==> config.mk <==
export PLATFORM = sky130hd
export DESIGN_NAME = keypad_scanner_4x4
export DESIGN_NICKNAME = d
export VERILOG_FILES = /design/src/rtl/keypad_scanner_4x4.sv
export SDC_FILE = /design/constraint.sdc
export NUM_CORES = 1
export LEC_CHECK = 0
export ABC_AREA = 1
export CAP_MARGIN = 20
export CORE_MARGIN = 2
export CORE_UTILIZATION = 25
export CTS_BUF_LIST = sky130_fd_sc_hd__clkbuf_8
export CTS_CLUSTER_SIZE = 20
export DETAILED_ROUTE_END_ITERATION = 10
export REMOVE_ABC_BUFFERS = 1
export SLEW_MARGIN = 20
export SYNTH_ARGS = -nofsm -noshare
export SYNTH_HDL_FRONTEND = slang
export SYNTH_SLANG_ARGS = --single-unit
==> constraint.sdc <==
create_clock -name clck_i -period 6.6 [get_ports clck_i]
set_clock_uncertainty 0.05 [all_clocks]
set_input_delay 1.98 -clock clck_i [delete_from_list [all_inputs] [get_ports clck_i]]
set_output_delay 1.98 -clock clck_i [all_outputs]
set_load 0.05 [all_outputs]
==> src/rtl/keypad_scanner_4x4.sv <==
`default_nettype none
// ============================================================================
// Module   : keypad_scanner_4x4
// Brief    : 4x4 matrix keypad column scanner with debounce and valid/ack
//            key-code handshake towards the CPU bus.
// Revision : 1.0 - initial release
// ============================================================================
module keypad_scanner_4x4 #(
    parameter int SCAN_DIV       = 50000,
    parameter int DEBOUNCE_SCANS = 4
) (
    input  logic       clck_i,
    input  logic       rst_i,
    input  logic [3:0] row_i,
    output logic [3:0] col_o,
    output logic [3:0] key_code_o,
    output logic       key_valid_o,
    input  logic       key_ack_i,
    output logic       overrun_o
);

    localparam int               c_DIV_W    = (SCAN_DIV > 1) ? $clog2(SCAN_DIV) : 1;
    localparam logic [c_DIV_W-1:0] c_DIV_LAST = c_DIV_W'(SCAN_DIV - 1);
    localparam logic [3:0]       c_DEB      = 4'(DEBOUNCE_SCANS);

    typedef enum logic [1:0] {
        ST_IDLE = 2'd0,
        ST_CAND = 2'd1,
        ST_HELD = 2'd2,
        ST_REL  = 2'd3
    } state_t;

    logic [c_DIV_W-1:0] r_div;
    logic [1:0]         r_col_idx;
    logic [3:0]         r_row_meta;
    logic [3:0]         r_row_sync;
    logic [15:0]        r_snap;
    state_t             r_state;
    logic [3:0]         r_cand;
    logic [3:0]         r_cnt;
    logic [3:0]         r_key_code;
    logic               r_key_valid;
    logic               r_overrun;

    logic               w_sample;
    logic               w_scan_done;
    logic [15:0]        w_snap_next;
    logic [1:0]         w_hits;
    logic [3:0]         w_code;
    logic               w_single;
    logic               w_none;
    state_t             w_state_nx;
    logic [3:0]         w_cand_nx;
    logic [3:0]         w_cnt_nx;
    logic [3:0]         w_cnt_inc;
    logic               w_press;
    logic [3:0]         w_press_code;

    assign w_sample    = (r_div == c_DIV_LAST);
    assign w_scan_done = w_sample && (r_col_idx == 2'd3);
    assign col_o       = ~(4'b0001 << r_col_idx);

    // Divider, column rotation and row synchronizer
    always_ff @(posedge clck_i or negedge rst_i) begin
        if (!rst_i) begin
            r_div      <= '0;
            r_col_idx  <= 2'd0;
            r_row_meta <= 4'h0;
            r_row_sync <= 4'h0;
            r_snap     <= 16'h0000;
        end else begin
            r_row_meta <= row_i;
            r_row_sync <= r_row_meta;
            if (w_sample) begin
                r_div     <= '0;
                r_col_idx <= r_col_idx + 2'd1;
                r_snap    <= w_snap_next;
            end else begin
                r_div <= r_div + 1'b1;
            end
        end
    end

    // Snapshot bit col*4+row holds "pressed"; key code is row*4+col
    always_comb begin
        w_snap_next = r_snap;
        w_snap_next[{r_col_idx, 2'b00} +: 4] = ~r_row_sync;
        w_hits = 2'd0;
        w_code = 4'h0;
        for (int b = 0; b < 16; b++) begin
            if (w_snap_next[b]) begin
                if (w_hits != 2'd2) begin
                    w_hits = w_hits + 2'd1;
                end
                w_code = {b[1:0], b[3:2]};
            end
        end
        w_none   = (w_hits == 2'd0);
        w_single = (w_hits == 2'd1);
    end

    assign w_cnt_inc = r_cnt + 4'd1;

    always_ff @(posedge clck_i or negedge rst_i) begin
        if (!rst_i) begin
            r_state <= ST_IDLE;
            r_cand  <= 4'h0;
            r_cnt   <= 4'h0;
        end else begin
            r_state <= w_state_nx;
            r_cand  <= w_cand_nx;
            r_cnt   <= w_cnt_nx;
        end
    end

    always_comb begin
        w_state_nx   = r_state;
        w_cand_nx    = r_cand;
        w_cnt_nx     = r_cnt;
        w_press      = 1'b0;
        w_press_code = r_cand;
        if (w_scan_done) begin
            case (r_state)
                ST_IDLE: begin
                    if (w_single) begin
                        w_cand_nx    = w_code;
                        w_cnt_nx     = 4'd1;
                        w_press_code = w_code;
                        if (c_DEB == 4'd1) begin
                            w_press    = 1'b1;
                            w_state_nx = ST_HELD;
                        end else begin
                            w_state_nx = ST_CAND;
                        end
                    end
                end
                ST_CAND: begin
                    if (w_single && (w_code == r_cand)) begin
                        w_cnt_nx = w_cnt_inc;
                        if (w_cnt_inc >= c_DEB) begin
                            w_press    = 1'b1;
                            w_state_nx = ST_HELD;
                        end
                    end else if (w_single) begin
                        w_cand_nx = w_code;
                        w_cnt_nx  = 4'd1;
                    end else begin
                        w_state_nx = ST_IDLE;
                    end
                end
                ST_HELD: begin
                    if (w_none) begin
                        w_cnt_nx   = 4'd1;
                        w_state_nx = (c_DEB == 4'd1) ? ST_IDLE : ST_REL;
                    end
                end
                ST_REL: begin
                    if (w_none) begin
                        w_cnt_nx = w_cnt_inc;
                        if (w_cnt_inc >= c_DEB) begin
                            w_state_nx = ST_IDLE;
                        end
                    end else begin
                        w_state_nx = ST_HELD;
                    end
                end
                default: w_state_nx = ST_IDLE;
            endcase
        end
    end

    // An ack coinciding with a press frees the slot, so the new code lands cleanly
    always_ff @(posedge clck_i or negedge rst_i) begin
        if (!rst_i) begin
            r_key_code  <= 4'h0;
            r_key_valid <= 1'b0;
            r_overrun   <= 1'b0;
        end else if (w_press) begin
            if (!r_key_valid || key_ack_i) begin
                r_key_code  <= w_press_code;
                r_key_valid <= 1'b1;
                r_overrun   <= 1'b0;
            end else begin
                r_overrun <= 1'b1;
            end
        end else if (key_ack_i && r_key_valid) begin
            r_key_valid <= 1'b0;
            r_overrun   <= 1'b0;
        end
    end

    assign key_code_o  = r_key_code;
    assign key_valid_o = r_key_valid;
    assign overrun_o   = r_overrun;

endmodule
`default_nettype wire

# Word level (Yosys, flattened, before mapping)
# Index checks and enable logic that the tools add are counted.
[totals]
register_bits = 58
[classes]
add_sub_neg = 19
magnitude_cmp = 1
eq_ne = 30
n_shift = 3
n_mux = 75
bitwise = 2
n_reduce_logical = 14
[op_table]
columns = ["operator", "count"]
rows = [
  ["$mux W4", 22],
  ["$mux W2", 37],
  ["$ne A2 B2 Y1 const B", 19],
  ["$add A2 B1 Y2 const B", 16],
  ["$add A16 B1 Y16 const B", 1],
  ["$bwmux W16", 1],
  ["$eq A16 B16 Y1 const B", 1],
  ["$mux W16", 1],
  ["$pmux W4 S4", 1],
  ["$shift A4 B6 Y16 const A", 1],
  ["$shiftx A4 B6 Y16", 1],
  ["$mux W1", 10],
  ["$ne A3 B3 Y1 const B", 3],
  ["$not A4 Y4", 2],
  ["$pmux W2 S4", 1],
  ["$pmux W4 S2", 1],
  ["$eq A2 B2 Y1 const B", 3],
  ["$neg A4 Y6", 1],
  ["$reduce_and A3 Y1", 2],
  ["$reduce_and A6 Y1", 1],
  ["$add A4 B1 Y4 const B", 1],
  ["$eq A2 B1 Y1 const B", 2],
  ["$eq A4 B4 Y1", 1],
  ["$ge A4 B3 Y1 const B", 1],
  ["9 further kinds", 14],
]

# Logic depth before layout (Yosys ltp)
# Gate-level depths: netlist of the first run.
[depth]
word_depth = 56
depth_mapped = 55
depth_no_buf = 55

# Worst setup path before layout of the first run
# OpenSTA, ideal clock, no wires.
[synth_timing]
kind = "flip-flop to flip-flop"
from = "register r_col_idx[0]"
to = "register r_state[1]"
setup_time_ns = 0.117
t_arrival_ns = 5.519
required_ns = 6.433
setup_slack_ns = 0.914
stages_incl_launch_ff = 53
path_buffers = 0
synth_period_minus_slack_ns = 5.686
cell_sequence = "dfrtp_1 > inv_2 > ha_1 > inv_2 > nor2_8 > a32oi_1 > inv_1 > ha_1 > nand3b_1 > nand2_1 > nand2_1 > nand2_1 > nand2_1 > nand2_1 > nand3_2 > nand2_2 > nand3_2 > nand2_2 > [17 not listed] > nand2_1 > nand2_1 > nand3_1 > nand2_1 > nand2_1 > nand2_1 > nand2_1 > inv_1 > ha_1 > or2_2 > nand2_4 > nand2_1 > nand2_1 > nand2_1 > nor2_1 > nand2_1 > nand2_1 > nand2_1"
[synth_via]
elab_chain_len = 53
[synth_rtl]
columns = ["element", "line_no", "source"]
rows = [
  ["from (decl)", "34", "logic [1:0] r_col_idx;"],
  ["from (signal assigned)", "76", "r_col_idx <= r_col_idx + 2'd1;"],
  ["$neg A4 Y6 *", "87", "w_snap_next[{r_col_idx, 2'b00} +: 4] = ~r_row_sync;"],
  ["$shiftx A4 B6 Y16 / $shift A4 B6 Y16 (equally long branches)", "87", ""],
  ["$bwmux W16 *", "87", ""],
  ["via w_snap_next[0]", "47", "logic [15:0] w_snap_next;"],
  ["$mux W1 *", "91", "if (w_snap_next[b]) begin"],
  ["$add A2 B1 Y2 / $ne A2 B2 Y1 (equally long branches)", "93, 92", ""],
  ["$mux W2", "92", "if (w_hits != 2'd2) begin"],
  ["$mux W2 *", "91", ""],
  ["[38 not listed]", "n/a", ""],
  ["$mux W2 *", "91", ""],
  ["$add A2 B1 Y2 / $ne A2 B2 Y1 (equally long branches)", "93, 92", ""],
  ["$mux W2", "92", ""],
  ["$mux W2 *", "91", ""],
  ["$eq A2 B1 Y1", "99", "w_single = (w_hits == 2'd1);"],
  ["$logic_and A1 B1 Y1", "138", "if (w_single && (w_code == r_cand)) begin"],
  ["$ne A3 B3 Y1 (no source line) / $mux W2 (equally long branches)", "n/a", ""],
  ["$reduce_and A6 Y1 (no source line) / $pmux W2 S4 (equally long branches)", "n/a", ""],
  ["to (signal assigned)", "110", "r_state <= w_state_nx;"],
  ["to (decl)", "38", "state_t r_state;"],
]
# The timed path passes the listed nets; every way through them passes the cells marked *.
# A chain may end at the register's enable or synchronous reset.

# Final worst setup path of the first run
[layout_timing]
from = "register r_col_idx[0]"
to = "register r_state[0]"
[layout_via]
elab_chain_len = 53
[layout_rtl]
columns = ["element", "line_no"]
rows = [
  ["$neg A4 Y6", "87"],
  ["$shiftx A4 B6 Y16 / $shift A4 B6 Y16 (equally long branches)", "87"],
  ["$bwmux W16", "87"],
  ["$mux W1", "91"],
  ["$add A2 B1 Y2 / $ne A2 B2 Y1 (equally long branches)", "93, 92"],
  ["$mux W2", "92"],
  ["$mux W2", "91"],
  ["$add A2 B1 Y2 / $ne A2 B2 Y1 (equally long branches)", "93, 92"],
  ["[37 not listed]", "n/a"],
  ["$mux W2", "91"],
  ["$add A2 B1 Y2 / $ne A2 B2 Y1 (equally long branches)", "93, 92"],
  ["$mux W2", "92"],
  ["$mux W2", "91"],
  ["$eq A2 B1 Y1", "99"],
  ["$logic_and A1 B1 Y1", "138"],
  ["$ne A3 B3 Y1 (no source line) / $mux W2 (equally long branches)", "n/a"],
  ["$reduce_and A6 Y1 (no source line) / $pmux W2 S4 (equally long branches)", "n/a"],
]
# Parallel ways exist; a longest one is shown, timed or not.

==> flow_metrics.py, run 1 <==
metrics = {
    "outcome": {
        "status": "complete, no violations",
    },
    "drt": {
        "vias": 4172,
        "via_per_inst": 4.50,
        "finalWirelength_mm": 9.74,
        "ant_nets": 0,
        "drt-initial-drc-count": 257,
        "routedWlPerCell_um": 10.5,
        "route.detailed.drc": 0,
        "dr.pass1.iters": 5,
    },
    "worst_setup_path": {
        "startpoint_type": "flip-flop",
        "worstPathMaxFanout": 8,
        "worstPathArrival_ns": 6.09,
        "max_stage_delay_ns": 0.43,
        "required_ns": 6.77,
        "timing.rr.end": "r_state[0]",
        "r2r_slack_ns": 0.68,
        "worstSetupPathType": "reg2reg",
        "crit_slowest_cell": "dfrtp_2",
        "endpoint": "r_state[0]",
        "cp_common_cell": "nand2_1",
        "reg2reg_depth": 51,
        "worst_setup_path_end_kind": "flip-flop",
        "worstReg2RegStart": "r_col_idx[0]",
        "setup.worst_path.start": "r_col_idx[0]",
    },
    "global_route": {
        "grt_pass1_vias": 3888,
        "grt-ovfl-total": 0,
        "grt_pass1_wl_mm": 17.0,
        "grt_max_degree": 59,
        "antenna_found_initial": 0,
        "grt_util_all_layers": 0.109,
    },
    "clock_tree": {
        "clkTransAtPathRegs_ns": 0.07,
        "htree_levels": 3,
        "numCtsBuffers": 9,
        "cts_tree": "done",
        "clock_latency_ns": 0.34,
        "cts_root_buffer": "clkbuf_8",
        "clockBufferDepth": 2,
        "cts.sinks": 58,
    },
    "floorplanning": {
        "coreArea_mm2": 0.0172,
        "die_h_um": 136,
        "std_cell_rows": 48,
        "initial_core_util": 0.254,
        "dieArea_mm2": 0.0185,
        "die_x_um": 136,
        "io_pins": 17,
    },
    "yosys": {
        "yosysMostFrequentCell": "nand2_1",
        "avgSynthCellArea_um2": 6.53,
        "synth_top_area_share": 0.333,
        "yosysTopAreaCell": "dfrtp_1",
        "ys_seq_area_frac": 0.333,
        "syn-cell-area_mm2": 0.00436,
        "synthCells": 668,
        "synth_flop_cell": "dfrtp_1",
        "synth_top_family_by_area": "simple AND/OR/NAND/NOR gates",
        "synth_xor_area_frac": 0.0141,
        "ys_types": 39,
        "synth-async-reset-ratio": 1.00,
        "synth-edff-count": 0,
        "synthAdderAreaFrac": 0.0316,
        "synthTopCellsByArea": "dfrtp_1 (33%), nand2_1 (21%), nand3_1 (8.1%)",
        "synth_compound_area_frac": 0.0978,
        "ys_seq_elements": 58,
        "ys_warn_count": 0,
        "synth-simple-area-share": 0.446,
        "synthTopCellsByCount": "nand2_1 (243), inv_1 (74), nand3_1 (71), dfrtp_1 (58), nor2_1 (53)",
        "synth.area.mux_share": 0,
    },
    "placed_design": {
        "hpwlAfterDp_mm": 7.32,
        "port_buffers": 16,
        "gp_congestion": 0.857,
        "dp_cells": 907,
    },
    "timing": {
        "relSlewSlack": 0.505,
        "finalMaxSlewViolations": 0,
        "worst_pin_slew_ns": 0.742,
        "fin_crit_ns": 5.92,
        "finalCritPeriodShare": 0.897,
        "final-setup-viol-count": 0,
        "fmax_mhz": 169,
        "hold_viol": 0,
    },
    "layout": {
        "nets": 715,
        "n_antenna_cell": 0,
        "synthToLayoutAreaGrowth_pct": 18.2,
        "drive_gt1_frac": 0.137,
        "fin_cells": 927,
    },
    "power": {
        "peakVddDrop_mv": 0.0902,
        "totalPowerFinal_mw": 0.857,
        "power.leakage_nw": 2.59,
        "powerDensity_mw_per_mm2": 166,
    },
    "min_path": {
        "min_path_type": "reg2reg",
    },
    "run": {
        "cap_violations": 0,
    },
}
cell type report:
cell class                      count  area, um^2
Fill cell                        1907       12000
Multi-Input combinational cell    520        2660
Sequential cell                    58        1450
Inverter                           85         325
Tap cell                          225         282
Timing Repair Buffer               23         208
Clock buffer                        9         124
Clock inverter                      7         101
worst max-delay path: cells and delay by family (launching register included):
kind	cells	cell delay, ns
AOI/OAI and AO/OA	1	0.16
adders and majority gates	3	0.80
buffers and inverters	7	0.64
DFF	1	0.43
and+or+nand+nor	40	3.70
sequential cells by signal, indices dropped and copies added (netlist names), 4 cells and up:
name,cells
r_cand,4
r_row_sync,4
r_row_meta,4
r_cnt,4
r_div,16
r_snap,16
key_code_o,4
cells in the final DEF (no fill, tap or decap), types with 9 or more instances in the layout:
cell             Yosys  routed
o21ai_0             32      32
nand2_1            243     231
inv_1               74      73
nand2_2             19      30
clkbuf_8             0       9
ha_1                11      10
a21oi_1             16      14
dfrtp_1             58      57
nand4_1             10      10
nand3_1             71      71
clkdlybuf4s50_1      0      15
nor2_1              53      52
worst min path at each step:
stage                             start            end  depth (start not counted)
after floorplan           r_row_meta[0]  r_row_sync[0]                          0
after global placement    r_row_meta[0]  r_row_sync[0]                          0
after detailed placement  r_row_meta[1]  r_row_sync[1]                          0
after CTS                 r_row_meta[1]  r_row_sync[1]                          0
after global routing      r_row_meta[1]  r_row_sync[1]                          0
final                     r_row_meta[1]  r_row_sync[1]                          0
logic make-up after synthesis:
logic type,count (synthesis)
adder cells (fa/ha/maj),11
AO/OA/AOI/OAI,73
flip-flops,58
AND/OR/NAND/NOR,429
XOR/XNOR,7
buffers and inverters,90
timing repair:
item,in CTS,in global routing
endpoints found under the setup margin,0,16
setup buffers,0,4
gates resized for setup,0,26
hold buffers,0,0
hold endpoints to repair,0,0
power by group:
| group | leakage [nW] | switching, mW | internal [mW] | total [mW] |
|---|---|---|---|---|
| clock | 0.106 | 0.160 | 0.215 | 0.375 |
| sequential | 0.776 | 0.00206 | 0.358 | 0.360 |
| combinational | 1.71 | 0.0815 | 0.0407 | 0.122 |
| total | 2.59 | 0.244 | 0.613 | 0.857 |
stage by stage:
stage	setup TNS, ns	instance area (um^2)	hold slack, ns	util	worst slack (ns)
finish	0	5150	0.301	0.300	0.682
global route	-0.0400	5150	0.308	0.300	-0.0400
CTS	0	5020	0.303	0.293	0.218
detailed placement	0	4800	0.286	0.279	0.248
global placement	0	4800	0.282	0.279	0.357
floorplan	0	4340	0.281	-	0.914
per-layer routing:
layer,vias up,wire length (um),track usage
li1,2204,-,-
met1,1898,4860,0.147
met2,60,4450,0.177
met3,10,250,0.0224
met4,0,169,0.0295
met5,-,0,0
Note: power is estimated with default switching activity, not from simulation.
==> inputs of run 2 (changes only) <==
--- a/config.mk
+++ b/config.mk
@@ -13,6 +13,7 @@
 export CTS_CLUSTER_SIZE = 20
 export DETAILED_ROUTE_END_ITERATION = 10
 export REMOVE_ABC_BUFFERS = 1
+export SKIP_CTS_REPAIR_TIMING = 1
 export SLEW_MARGIN = 20
 export SYNTH_ARGS = -nofsm -noshare
 export SYNTH_HDL_FRONTEND = slang
==> results of run 2 <==
The final DEF is identical to that of run 1; final timing and power are the same.
